==> src/rtl/spm_pkg.sv <==
// Shared types and sizing constants for the serial-parallel multiplier and its controller.
package spm_pkg;
    localparam int SPM_SIZE  = 32;
    localparam int SPM_P_LAT = 1;
    localparam int PROD_W    = 2 * SPM_SIZE;
    localparam int CNT_W     = $clog2(PROD_W + SPM_P_LAT + 1);

    typedef enum logic [2:0] {
        ST_IDLE,
        ST_CLR,
        ST_RUN,
        ST_DRAIN,
        ST_DONE
    } state_t;
endpackage

==> src/rtl/spm_deser.sv <==
// Right-shift capture register: serial bits enter at the MSB, so the first bit captured ends in bit 0.
module spm_deser #(
    parameter int W = 64
) (
    input  logic         clk,
    input  logic         rst,
    input  logic         clr_i,
    input  logic         shift_en_i,
    input  logic         bit_i,
    output logic [W-1:0] data_o
);
    logic [W-1:0] data_q, data_d;

    always_comb begin
        data_d = data_q;
        if (clr_i)
            data_d = '0;
        else if (shift_en_i)
            data_d = {bit_i, data_q[W-1:1]};
    end

    always_ff @(posedge clk or posedge rst) begin
        if (rst) data_q <= '0;
        else     data_q <= data_d;
    end

    assign data_o = data_q;
endmodule

==> src/rtl/spm_seq_ctrl.sv <==
// Feeds operands to the serial-parallel multiplier and deserialises its product.
module spm_seq_ctrl
    import spm_pkg::*;
#(
    parameter int SIZE  = SPM_SIZE,
    parameter int P_LAT = SPM_P_LAT
) (
    input  logic              clk,
    input  logic              rst,
    input  logic              in_valid,
    output logic              in_ready,
    input  logic [SIZE-1:0]   in_a,
    input  logic [SIZE-1:0]   in_b,
    output logic              out_valid,
    input  logic              out_ready,
    output logic [2*SIZE-1:0] out_prod,
    output logic              spm_clr,
    output logic [SIZE-1:0]   spm_x,
    output logic              spm_y,
    input  logic              spm_p
);
    localparam int PW = 2 * SIZE;
    localparam int CW = $clog2(PW + P_LAT + 1);

    state_t          state_q, state_d;
    logic [CW-1:0]   cnt_q, cnt_d;
    logic [SIZE-1:0] x_q, x_d, y_q, y_d;
    logic            clr_q, clr_d;
    logic            accept, cap_en, busy;

    always_ff @(posedge clk or posedge rst) begin
        if (rst) state_q <= ST_IDLE;
        else     state_q <= state_d;
    end

    always_comb begin
        state_d = state_q;
        case (state_q)
            ST_IDLE:  if (in_valid) state_d = ST_CLR;
            ST_CLR:   state_d = ST_RUN;
            ST_RUN:   if (cnt_q == CW'(PW - 1)) state_d = (P_LAT == 0) ? ST_DONE : ST_DRAIN;
            ST_DRAIN: if (cnt_q == CW'(PW + P_LAT - 1)) state_d = ST_DONE;
            ST_DONE:  if (out_ready) state_d = ST_IDLE;
            default:  state_d = ST_IDLE;
        endcase
    end

    always_comb begin
        in_ready  = (state_q == ST_IDLE) && !rst;
        out_valid = (state_q == ST_DONE);
        busy      = (state_q == ST_RUN) || (state_q == ST_DRAIN);
        spm_y     = busy ? y_q[0] : 1'b0;
        // spm_p lags spm_y by P_LAT, so capture starts P_LAT cycles into RUN.
        cap_en    = ((state_q == ST_RUN) && (cnt_q >= CW'(P_LAT))) || (state_q == ST_DRAIN);
    end

    assign accept = in_valid && in_ready;

    always_comb begin
        x_d   = x_q;
        y_d   = y_q;
        cnt_d = cnt_q;
        clr_d = (state_d == ST_CLR);
        if (accept) begin
            x_d   = in_a;
            y_d   = in_b;
            cnt_d = '0;
        end else if (busy) begin
            // Arithmetic shift keeps presenting the sign bit once b is exhausted.
            y_d   = {y_q[SIZE-1], y_q[SIZE-1:1]};
            cnt_d = cnt_q + CW'(1);
        end
    end

    always_ff @(posedge clk or posedge rst) begin
        if (rst) begin
            x_q   <= '0;
            y_q   <= '0;
            cnt_q <= '0;
            clr_q <= 1'b1;
        end else begin
            x_q   <= x_d;
            y_q   <= y_d;
            cnt_q <= cnt_d;
            clr_q <= clr_d;
        end
    end

    assign spm_clr = clr_q;
    assign spm_x   = x_q;

    spm_deser #(.W(PW)) u_deser (
        .clk        (clk),
        .rst        (rst),
        .clr_i      (accept),
        .shift_en_i (cap_en),
        .bit_i      (spm_p),
        .data_o     (out_prod)
    );
endmodule
==> config.mk <==
export PLATFORM = sky130hd
export DESIGN_NAME = spm_seq_ctrl
export DESIGN_NICKNAME = d
export VERILOG_FILES = /design/src/rtl/spm_pkg.sv /design/src/rtl/spm_deser.sv /design/src/rtl/spm_seq_ctrl.sv
export SDC_FILE = /design/constraint.sdc
export NUM_CORES = 1
export LEC_CHECK = 0
export ABC_AREA = 1
export CAP_MARGIN = 20
export CORE_AREA = 10 10 123 125
export CTS_CLUSTER_DIAMETER = 60
export DETAILED_ROUTE_END_ITERATION = 16
export DIE_AREA = 0 0 133 135
export PLACE_DENSITY = 0.81
export SYNTH_ARGS = -nofsm -noshare
export SYNTH_HDL_FRONTEND = slang
export SYNTH_HIERARCHICAL = 1
export SYNTH_SLANG_ARGS = --single-unit
==> constraint.sdc <==
create_clock -name clk -period 4.7 [get_ports clk]
set_input_delay 0.47 -clock clk [delete_from_list [all_inputs] [get_ports clk]]
set_output_delay 0.47 -clock clk [all_outputs]
set_load 0.01 [all_outputs]
# --- Word level (Yosys, flattened, before mapping) ---
# Cells that the tools add are included.
word_totals:
  ff_bits: 139
  input_bits: 69
classes:
  n_reduce_logical: 9
  magnitude_cmp: 1
  add_sub_neg: 1
  n_mux: 12
  n_eq_ne: 7
op_table:
  columns: ["op", "count"]
  rows:
  - ["$mux 64", 2]
  - ["$mux 32", 1]
  - ["$mux 31", 1]
  - ["$pmux 3 s5", 1]
  - ["$mux 7", 2]
  - ["$mux 3", 4]
  - ["$add 7x1->7 const B", 1]
  - ["$eq 7x6->1 const B", 1]
  - ["$eq 7x7->1 const B", 1]
  - ["$ge 7x1->1 const B", 1]
  - ["$eq 3x1->1 const B", 2]
  - ["$eq 3x2->1 const B", 2]
  - ["$reduce_bool 2->1", 2]
  - ["$eq 3x3->1 const B", 1]
  - ["$logic_and 1x1->1", 3]
  - ["$logic_not 3->1", 1]
  - ["$logic_or 1x1->1", 2]
  - ["$logic_not 1->1", 1]
  - ["$mux 1", 1]

# --- Logic depth before layout (Yosys ltp) ---
# Gate-level depths: netlist of the first run.
logic_depth:
  depth_word: 5
  mapped_depth: 9
  mapped_depth_nobuf: 7

# --- By module ---
# The synthesis of the first run kept the hierarchy.
modules_own_cells:
  columns: ["module", "area_per_inst_um2", "seq_area_each_um2", "instances", "cells_per_inst"]
  rows:
  - ["spm_seq_ctrl", 3265.6, 1878.1, 1, 397]
  - ["spm_deser", 2573.7, 1601.5, 1, 278]

# --- Worst setup path after synthesis of the first run ---
# No wires, ideal clock.
synth_path:
  kind: "input -> register"
  start: "input port rst"
  end: "register u_deser.data_q[61], in the netlist u_deser/data_o[61]"
  arrival_time_ns: 3.115
  path_buffers: 3
  setup_time_ns: 0.117
  setup_slack_ns: 1.469
  required_time_ns: 4.583
  stages: 9
  cell_sequence: "inv_1 -> nand4_4 -> inv_2 -> buf_4 -> buf_4 -> inv_2 -> buf_2 -> nand3_1 -> nand2_1"
synth_via:
  elab_chain_len: 4
  elab_cells_between_ends: 5
  classes_between: "mux: 1; reduce/logical: 4"
synth_rtl:
  columns: ["element", "line_no", "rtl"]
  rows:
  - ["start: declaration", "spm_seq_ctrl.sv:9", "input logic rst,"]
  - ["$logic_not 1->1 (no line) (*)", null, null]
  - ["$logic_and 1x1->1 (*)", "spm_seq_ctrl.sv:49", "in_ready = (state_q == ST_IDLE) && !rst;"]
  - ["$logic_and 1x1->1 (*)", "spm_seq_ctrl.sv:57", "assign accept = in_valid && in_ready;"]
  - ["via accept", "spm_seq_ctrl.sv:29", "logic accept, cap_en, busy;"]
  - ["$mux 64 or $reduce_bool 2->1 (tied branches)", null, null]
  - ["end signal: assignment", "spm_deser.sv:24", "else data_q <= data_d;"]
  - ["end: declaration", "spm_deser.sv:12", "logic [W-1:0] data_q, data_d;"]
# Mark *: on every way through the listed nets, which the timed path passes. The rest lies on a longest branch.
# A chain may end at the register's enable or synchronous reset.

# --- Final worst setup path of the first run ---
layout_path:
  start: "input port rst"
  end: "register u_deser.data_q[55], in the netlist u_deser/data_o[55]"
layout_via:
  elab_chain_len: 4
  elab_cells_between_ends: 5
  classes_between: "mux: 1; reduce/logical: 4"
layout_rtl:
  columns: ["element", "line_no"]
  rows:
  - ["$logic_not 1->1 (no line) (*)", null]
  - ["$logic_and 1x1->1 (*)", "spm_seq_ctrl.sv:49"]
  - ["$logic_and 1x1->1 (*)", "spm_seq_ctrl.sv:57"]
  - ["$mux 64 or $reduce_bool 2->1 (tied branches)", null]
# Mark *: on every way between the ends. The rest lies on a longest branch, timed or not.

==> reports/metrics.cfg, run 1 <==
[die]
rows = 41
fp.dieH_um = 135
fp.dieW_um = 133
io_pins = 169
die_area_um2 = 18000
core_area_um2 = 12600
start_util = 0.465

[cells_and_area]
fin_nets = 903
insertedDiodeCount = 0
drive_gt1_frac = 0.0592
area_delta_synth_final_pct = 39.3
final_area_um2 = 8140
fillers = 1045
final_cells = 1016

[critical_path]
start_kind = primary input
cp.arrival_ns = 3.30
crit_required_ns = 5.00
endpoint_kind = register
setup.worst_path.class = primary input to register
crit_fanout = 66

[clock_network]
ctsResizeCount = 0
clk_pin_slew_ns = 0.06
cts_max_path_buffers = 2
clock-root-buffer = clkbuf_16
cts_hold_repair.buffers = 0
cts_htree_levels = 4
cts_buffers = 17
cts_num_sinks = 139
cts_tree = built
postCtsSetupBuffers = 0
clock_latency_ns = 0.42

[drt]
viasPerCell = 4.85
drt-wirelength-per-cell_um = 14.4
dr.pass1.iters = 5
detail_route.iter0.violations = 379
routed_wl_mm = 14.6
postRouteAntennaNets = 0
vias = 4930
drc = 0

[timing]
hold_viol_final = 0
setup_viol = 0
maxSlewViolCount = 0
relSlewSlack = 0.338
post-route-period-util = 0.637
worst_hold_slack_ns = 0.478
fin_worst_skew_ns = 0.00532
rsz0062_at_grt = no
worst_pin_slew_ns = 0.992
fin_crit_ns = 2.99
max_freq_mhz = 334
finalSetupTns_ns = 0

[yosys]
ys_seq_area_frac = 0.596
syn_area_um2 = 5840
ys_top_cells_by_count = nand2_1 (338), dfrtp_1 (138), nand3_1 (107)
async_flop_share = 1.00
synth_top_area_frac = 0.591
synth_nets = 747
synth_seq_cells = 139
synth_area_per_cell_um2 = 8.65
synth_warnings = 6
synthFlopType = dfrtp_1
synth-edff-count = 0
syn_inst = 675
synth_most_common_cell = nand2_1
synth_top_area_cell = dfrtp_1
yosys-top-cells-area = dfrtp_1 (59%), nand2_1 (22%), nand3_1 (9.2%)
yosysUniqueCellTypes = 20

[pwr]
power_density_nw_per_um2 = 561
p_leak_nw = 4.03
finalPower_mw = 4.56
vdd_drop_max_mv = 0.279

[hold_path]
worstHoldPathType = register to register

[placement]
placed_cell_area_um2 = 7530
place_congestion = 0.823
port_buffers = 168
dp.cells = 984
dp_hpwl_mm = 9.92

[flow_run]
drv_cap = 0

[global_route]
antenna_found_initial = 0
grt_pass1_wl_mm = 24.4
grt_util_all_layers = 0.165
grt-ovfl-total = 0
grt_max_degree = 76
grt_pass1_vias = 4834

[status]
status = finished clean

[power by group]
part / internal [mW] / total, mW / switching, mW / leakage [nW]
Combinational: 0.710 / 1.34 / 0.629 / 1.96
Sequential: 1.58 / 1.87 / 0.290 / 1.77
Clock: 0.857 / 1.36 / 0.499 / 0.292
[kinds of logic (layout without fill, tap and decap cells)]
group | Yosys count | in the layout | synth area share
compound gates | 9 | 9 | 0.00793
buf+inv | 57 | 226 | 0.0572
xor+xnor | 2 | 2 | 0.00300
simple gates | 465 | 465 | 0.330
flops | 139 | 139 | 0.596
fa+ha+maj | 3 | 3 | 0.00643
[state kept, by name, indices dropped and copies added (netlist names)]
signal	cells
u_deser/data_o	64
spm_x	32
y_q	32
cnt_q	7
state_q	3
spm_clr	1
[critical path, stage by stage]
cell and delay [ns]:
clkdlybuf4s50_1 0.46, inv_2 0.10, nand4_4 0.55, inv_2 0.26, buf_4 0.54, inv_2 0.58
nand3_1 0.22, nand2_1 0.08
[final cells by class]
| cell class | instances | area [µm²] | share of cell area |
|---|---|---|---|
| clock buffers | 20 | 457 | 0.0561 |
| clock inverters | 12 | 146 | 0.0180 |
| inverters | 21 | 78.8 | 0.00969 |
| multi-input cells | 479 | 2040 | 0.251 |
| flip-flops and latches | 139 | 3480 | 0.428 |
| well taps | 172 | 215 | 0.0264 |
| repair buffers | 173 | 1720 | 0.211 |
[worst paths after layout]
path                                                        to  slack, ns  depth (start not counted)                  from
worst min register to register            spm_x[4]$_DFFE_PP0P_       0.48                          2  spm_x[4]$_DFFE_PP0P_
max in group asynchronous                   y_q[3]$_DFFE_PP0P_       3.29                          3                   rst
worst min-delay path                      spm_x[4]$_DFFE_PP0P_       0.48                          2  spm_x[4]$_DFFE_PP0P_
worst max-delay path            u_deser/data_o[55]$_DFFE_PP0P_       1.71                          8                   rst
min in group asynchronous       u_deser/data_o[18]$_DFFE_PP0P_       0.66                          3                   rst
worst max register to register  u_deser/data_o[55]$_DFFE_PP0P_       1.71                          7  state_q[1]$_DFF_PP0_
[layout by cell type (no fill, tap or decap), types with 5 or more instances in the layout]
| cell type | n |
|---|---|
| nor2_1 | 9 |
| inv_1 | 14 |
| clkinv_2 | 5 |
| o21ai_0 | 6 |
| nand2_1 | 338 |
| dfrtp_1 | 138 |
| clkbuf_16 | 17 |
| buf_4 | 5 |
| nand3_1 | 107 |
| clkdlybuf4s50_1 | 168 |
| inv_2 | 7 |
| nor3_1 | 6 |
[metrics by stage]
step	utilization	worst slack, ns
6_report	0.647	1.71
5_1_grt	0.647	1.40
4_1_cts	0.647	1.63
3_5_place_dp	0.599	1.20
3_3_place_gp	0.599	1.20
2_1_floorplan	-	1.47
[per-layer routing]
layer,GRT usage,vias up,share of wire
met4,0.0605,0,0.013
met2,0.243,155,0.45
met1,0.204,2325,0.42
li1,-,2436,-
met5,0,-,0
met3,0.0805,14,0.11
No activity file was read; power rests on OpenSTA's default activity.
==> run 2: changes to the inputs <==
- CORE_AREA: 10 10 123 125 -> 10 10 128 130
- DIE_AREA: 0 0 133 135 -> 0 0 138 140
- PLACE_DENSITY: 0.81 -> 0.78
- clock period: 4.7 -> 2.7 ns (I/O delays scaled with it)
==> run 2 against run 1 <==
Total power is 72% higher. Sequential power grew 73%. Utilization down 5.2 points. Non-clock buffer count increased by 3. Sequential share of layout area shrank 0.30 points. Worst setup slack worse by 1.2 ns. Clock power rose by 65%. Routed wire length is 1.3% higher. Register-to-register slack got worse by 0.87 ns. Combinational power increased by 77%. Via count rose by 1.2%. Critical path type is now register to output port. Largest cell class unchanged.
==> reports/metrics.cfg, run 2 (synthesis gave the netlist of run 1 again) <==
[clock_network]
ctsResizeCount = 0  ; unchanged
cts_buffers = 17  ; unchanged
cts_max_path_buffers = 2  ; unchanged
cts_hold_repair.buffers = 0  ; unchanged
clk_pin_slew_ns = 0.05  ; about the same
cts_num_sinks = 139  ; unchanged
cts_htree_levels = 4  ; unchanged
cts_tree = built
postCtsSetupBuffers = 0  ; unchanged
clock-root-buffer = clkbuf_16
clock_latency_ns = 0.41  ; about the same

[critical_path]
worstReg2RegStart = state_q[1]$_DFF_PP0_
cp.arrival_ns = 1.94  ; -1.36 ns
crit_fanout = 7  ; -89%
rr_worst_depth = 6  ; -1
critPathLaunch = state_q[2]$_DFF_PP0_
rr_endpoint = y_q[14]$_DFFE_PP0P_
crit_required_ns = 2.43  ; -2.57 ns
endpoint_kind = output port
rrSetupSlack_ns = 0.84  ; -0.87 ns
start_kind = register
setup.worst_path.end = spm_y
setup.worst_path.class = register to output port

[drt]
postRouteAntennaNets = 0  ; unchanged
drc = 0  ; unchanged
drt-wirelength-per-cell_um = 14.5  ; +0.25%
routed_wl_mm = 14.8  ; +1.3%
dr.pass1.iters = 4  ; -1
detail_route.iter0.violations = 324  ; -15%
viasPerCell = 4.86  ; +0.11%
vias = 4989  ; +1.2%

[die]
die_area_um2 = 19300  ; +7.6%
rows = 43  ; +4.9%
io_pins = 169  ; unchanged
core_area_um2 = 13800  ; +9.6%
fp.dieW_um = 138  ; +3.8%
fp.dieH_um = 140  ; +3.7%
start_util = 0.424  ; -0.0406

[timing]
post-route-period-util = 0.817
finalSetupTns_ns = 0  ; unchanged
relSlewSlack = 0.368  ; +0.0301
rsz0062_at_grt = no
fin_crit_ns = 2.21
fin_worst_skew_ns = 0.00692  ; +0.00160 ns
hold_viol_final = 0  ; unchanged
setup_viol = 0  ; unchanged
worst_pin_slew_ns = 0.948  ; -0.0436 ns
max_freq_mhz = 453
maxSlewViolCount = 0  ; unchanged

[pwr]
vdd_drop_max_mv = 0.380  ; +36%
p_leak_nw = 4.05  ; +0.51%
finalPower_mw = 7.84  ; +72%
power_density_nw_per_um2 = 957  ; +71%

[placement]
dp_hpwl_mm = 10.2  ; +2.4%
port_buffers = 168  ; unchanged
place_congestion = 0.776  ; -5.7%

[cells_and_area]
multi_input_area_um2 = 2040  ; unchanged
seqCellArea_um2 = 3480  ; unchanged
final_common_cell = nand2_1
fillers = 1190  ; +14%
drive_gt1_frac = 0.0579  ; -0.00139
insertedDiodeCount = 0  ; unchanged
mostFrequentLayoutCells = nand2_1 (338), clkdlybuf4s50_1 (168), dfrtp_1 (138)
largest_register_ff_count = 64  ; unchanged
area_delta_synth_final_pct = 40.3
fin_nets = 906  ; +0.33%

[global_route]
grt_max_degree = 76  ; unchanged
grt_util_all_layers = 0.152  ; -0.0130
grt-ovfl-total = 0  ; unchanged
grt_pass1_vias = 4928  ; +1.9%
grt_pass1_wl_mm = 24.8  ; +1.5%
antenna_found_initial = 0  ; unchanged

[status]
status = finished clean

[hold_path]
worstHoldPathType = primary input to async pin

[flow_run]
drv_cap = 0  ; unchanged

-- run 2: cell count changes in the layout (fill, tap and decap cells not counted) --
cell and change:
clkbuf_1 +4, inv_2 -1, bufinv_16 -1, clkinvlp_4 -2, buf_12 +4, buf_4 -1
clkbuf_8 +1, clkinv_2 -1
-- run 2: per-layer routing --
layer / wire, µm / track usage
met5: 0 / 0
met4: 211 / 0.0466
met2: 6680 / 0.230
met1: 6740 / 0.191
met3: 1210 / 0.0656
-- run 2: metrics by stage --
| stage | cells | worst slack (ns) | cell area, µm² | hold slack (ns) | util |
|---|---|---|---|---|---|
| 6_report | 1027 | 0.494 | 8190 | 0.344 | 0.595 |
| 5_1_grt | 1027 | 0.371 | 8190 | 0.376 | 0.595 |
| 4_1_cts | 1027 | 0.432 | 8190 | 0.350 | 0.595 |
| 3_5_place_dp | 995 | 0.538 | 7620 | 0.464 | 0.553 |
| 3_3_place_gp | 995 | 0.571 | 7620 | 0.461 | 0.553 |
| 2_1_floorplan | 675 | 0.0243 | 5850 | 0.377 | - |
-- run 2: worst min-delay path by stage --
stage	to	start	slack (ns)
5_1_grt	u_deser/data_o[43]$_DFFE_PP0P_	rst	0.38
2_1_floorplan	state_q[2]$_DFF_PP0_	out_ready	0.38
4_1_cts	u_deser/data_o[43]$_DFFE_PP0P_	rst	0.35
6_report	u_deser/data_o[41]$_DFFE_PP0P_	rst	0.34
3_3_place_gp	spm_x[1]$_DFFE_PP0P_	spm_x[1]$_DFFE_PP0P_	0.46
3_5_place_dp	spm_x[18]$_DFFE_PP0P_	spm_x[18]$_DFFE_PP0P_	0.46
-- run 2: layout make-up --
class | instances | share of cell area
tap | 180 | 0.0275
clock buffer | 25 | 0.0592
sequential | 139 | 0.425
inverter | 21 | 0.0101
clock inverter | 7 | 0.0108
multi-input combinational | 479 | 0.249
timing repair buffer | 176 | 0.219
-- run 2: critical path, stage by stage, from the launching register on --
cell and delay, ns:
dfrtp_1 0.42, inv_2 0.12, nand2_1 0.25, nor2_1 0.18, clkdlybuf4s50_1 0.56
-- run 2: report_power, final --
group          switching (mW)  total [mW]  internal (mW)
clock network           0.815        2.24           1.43
registers               0.490        3.23           2.74
logic                    1.11        2.37           1.26
total                    2.42        7.84           5.43
==> run 3: changes to the inputs <==
- CORE_AREA: 10 10 128 130 -> 10 10 123 125
- DIE_AREA: 0 0 138 140 -> 0 0 133 135
- PLACE_DENSITY: 0.78 -> 0.81
- clock period: 2.7 -> 2.3 ns (I/O delays scaled with it)
==> run 3 against run 2 <==
Clock power up 28%. Cell area up 1.1%. Utilization up 6.4 points. Global-route usage up 1.8 points. Critical path type unchanged. Final cell count down 0.49%. Total power up 21%. Worst setup slack worse by 0.29 ns. Combinational power up 19%. Critical endpoint unchanged. Via count down 1.1%. Flip-flop and latch count unchanged. Sequential power up 18%.
==> reports/metrics.cfg, run 3 (synthesis gave the netlist of run 1 again) <==
[global_route]
grt_pass1_vias = 4970  ; +0.85%
grt_max_degree = 76  ; unchanged
antenna_found_initial = 0  ; unchanged
grt_util_all_layers = 0.169  ; +0.0176
grt-ovfl-total = 0  ; unchanged
grt_pass1_wl_mm = 24.9  ; +0.33%

[critical_path]
endpoint_kind = output port
critical-path-slowest-cell = clkdlybuf4s50_1
worstPathCellList = inv_2, nand2_2, nor2_1, clkdlybuf4s50_1
path_delay_family = buffers and inverters
cp.arrival_ns = 1.87  ; -0.07 ns
worstReg2RegStart = state_q[1]$_DFF_PP0_
rr_endpoint = y_q[20]$_DFFE_PP0P_
crit_fanout = 7  ; unchanged
rr_worst_depth = 6  ; unchanged
crit_cells = 4  ; unchanged
crit_required_ns = 2.07  ; -0.36 ns
critPathLaunch = state_q[2]$_DFF_PP0_
critPathMaxStageDelay_ns = 0.59  ; +0.03 ns
setup.worst_path.class = register to output port
path_buf_inv = 2  ; unchanged
start_kind = register
rrSetupSlack_ns = 0.40  ; -0.44 ns

[drt]
postRouteAntennaNets = 0  ; unchanged
routed_wl_mm = 15.0  ; +0.86%
drt-wirelength-per-cell_um = 14.6  ; +1.3%
detail_route.iter0.violations = 291  ; -10%
drc = 0  ; unchanged
viasPerCell = 4.83  ; -0.64%
vias = 4933  ; -1.1%
dr.pass1.iters = 4  ; unchanged

[placement]
dp_hpwl_mm = 10.4  ; +1.9%
place_ws_ns = 0.139  ; -0.399 ns
place_congestion = 0.802  ; +3.4%
port_buffers = 168  ; unchanged

[clock_network]
postCtsSetupBuffers = 0  ; unchanged
cts_num_sinks = 139  ; unchanged
cts_max_path_buffers = 2  ; unchanged
cts_htree_levels = 4  ; unchanged
clock-root-buffer = clkbuf_16
cts_hold_repair.buffers = 0  ; unchanged
clk_pin_slew_ns = 0.06  ; about the same
cts_buffers = 17  ; unchanged
cts_tree = built
clock_latency_ns = 0.42  ; about the same

[cells_and_area]
mostFrequentLayoutCells = nand2_1 (337), clkdlybuf4s50_1 (168), dfrtp_1 (138)
fillers = 989  ; -17%
final_common_cell = nand2_1
drive_gt1_frac = 0.0682  ; +0.0104
largest_register_ff_count = 64  ; unchanged
fin_nets = 909  ; +0.33%
area_delta_synth_final_pct = 41.9
insertedDiodeCount = 0  ; unchanged

[hold_path]
worstHoldPathType = primary input to async pin

[die]
die_area_um2 = 18000  ; -7.1%
rows = 41  ; -4.7%
io_pins = 169  ; unchanged
start_util = 0.465  ; +0.0406
fp.dieW_um = 133  ; -3.6%
core_area_um2 = 12600  ; -8.7%
fp.dieH_um = 135  ; -3.6%

[timing]
relSlewSlack = 0.377  ; +0.00949
finalSetupTns_ns = 0  ; unchanged
rsz0062_at_grt = no
worst_hold_slack_ns = 0.214  ; -0.129 ns
worst_pin_slew_ns = 0.934  ; -0.0142 ns
post-route-period-util = 0.912
fin_crit_ns = 2.10
setup_viol = 0  ; unchanged
maxSlewViolCount = 0  ; unchanged
max_freq_mhz = 477
hold_viol_final = 0  ; unchanged
fin_worst_skew_ns = 0.0126  ; +0.00570 ns
fin_ws_ns = 0.203  ; -0.291 ns

[status]
status = finished clean

[pwr]
p_leak_nw = 4.10  ; +1.2%
power_density_nw_per_um2 = 1140  ; +20%
vdd_drop_max_mv = 0.557  ; +46%

[flow_run]
drv_cap = 0  ; unchanged

==> run 3: cell count changes in the layout (fill, tap and decap cells not counted), moves of 2 or more <==
cell,previous run,this run
clkbuf_1,5,0
buf_12,4,6
bufinv_16,2,4
clkinv_2,4,7
==> run 3: through the flow <==
stage | area, µm² | power [mW] | instances | util
finish | 8280 | 9.48 | 1022 | 0.659
global placement | 7660 | 6.58 | 990 | 0.609
detailed placement | 7660 | 6.68 | 990 | 0.609
CTS | 8280 | 9.59 | 1022 | 0.659
global route | 8280 | 10.1 | 1022 | 0.659
floorplan | 5850 | 5.13 | 675 | -
==> run 3: layout make-up <==
type	instances	area, µm²	area share
Inverter	21	82.6	0.00997
Tap cell	172	215	0.0260
Clock buffer	19	453	0.0547
Timing Repair Buffer	179	1840	0.222
Clock inverter	13	171	0.0207
Sequential cell	139	3480	0.420
Multi-Input combinational cell	479	2040	0.247
==> run 3: per-layer routing <==
metal	vias to the layer above	track usage	part of all wire
li1	2444	-	-
met1	2321	0.205	0.43
met2	156	0.256	0.47
met3	12	0.0835	0.099
met4	0	0.0599	0.0053
met5	-	0	0
==> run 3: how the worst max path moves through the flow <==
| stage | to | slack (ns) |
|---|---|---|
| 5_1_grt | spm_y | 0.11 |
| 3_5_place_dp | y_q[25]$_DFFE_PP0P_ | 0.14 |
| 2_1_floorplan | u_deser/data_o[1]$_DFFE_PP0P_ | -0.31 |
| 3_3_place_gp | y_q[14]$_DFFE_PP0P_ | 0.20 |
| 6_report | spm_y | 0.20 |
| 4_1_cts | spm_y | 0.05 |
==> run 3: what timing repair did <==
item                       4_1_cts  5_1_grt
gates resized for setup          0        1
hold endpoints to repair         0        0
setup endpoints to repair        0        1
==> run 3: worst register-to-register path, cell delays in order (launching register included) <==
cell     delay (ns)
dfrtp_1        0.45
nor2_4         0.19
nand4_4        0.11
inv_2          0.36
buf_4          0.48
nand2_1        0.13
nand3_1        0.11
==> run 3: power by group <==
part           switching, mW  leakage, nW  internal (mW)
Clock                   1.01        0.312           1.86
Sequential             0.584         1.77           3.22
Combinational           1.32         2.01           1.49
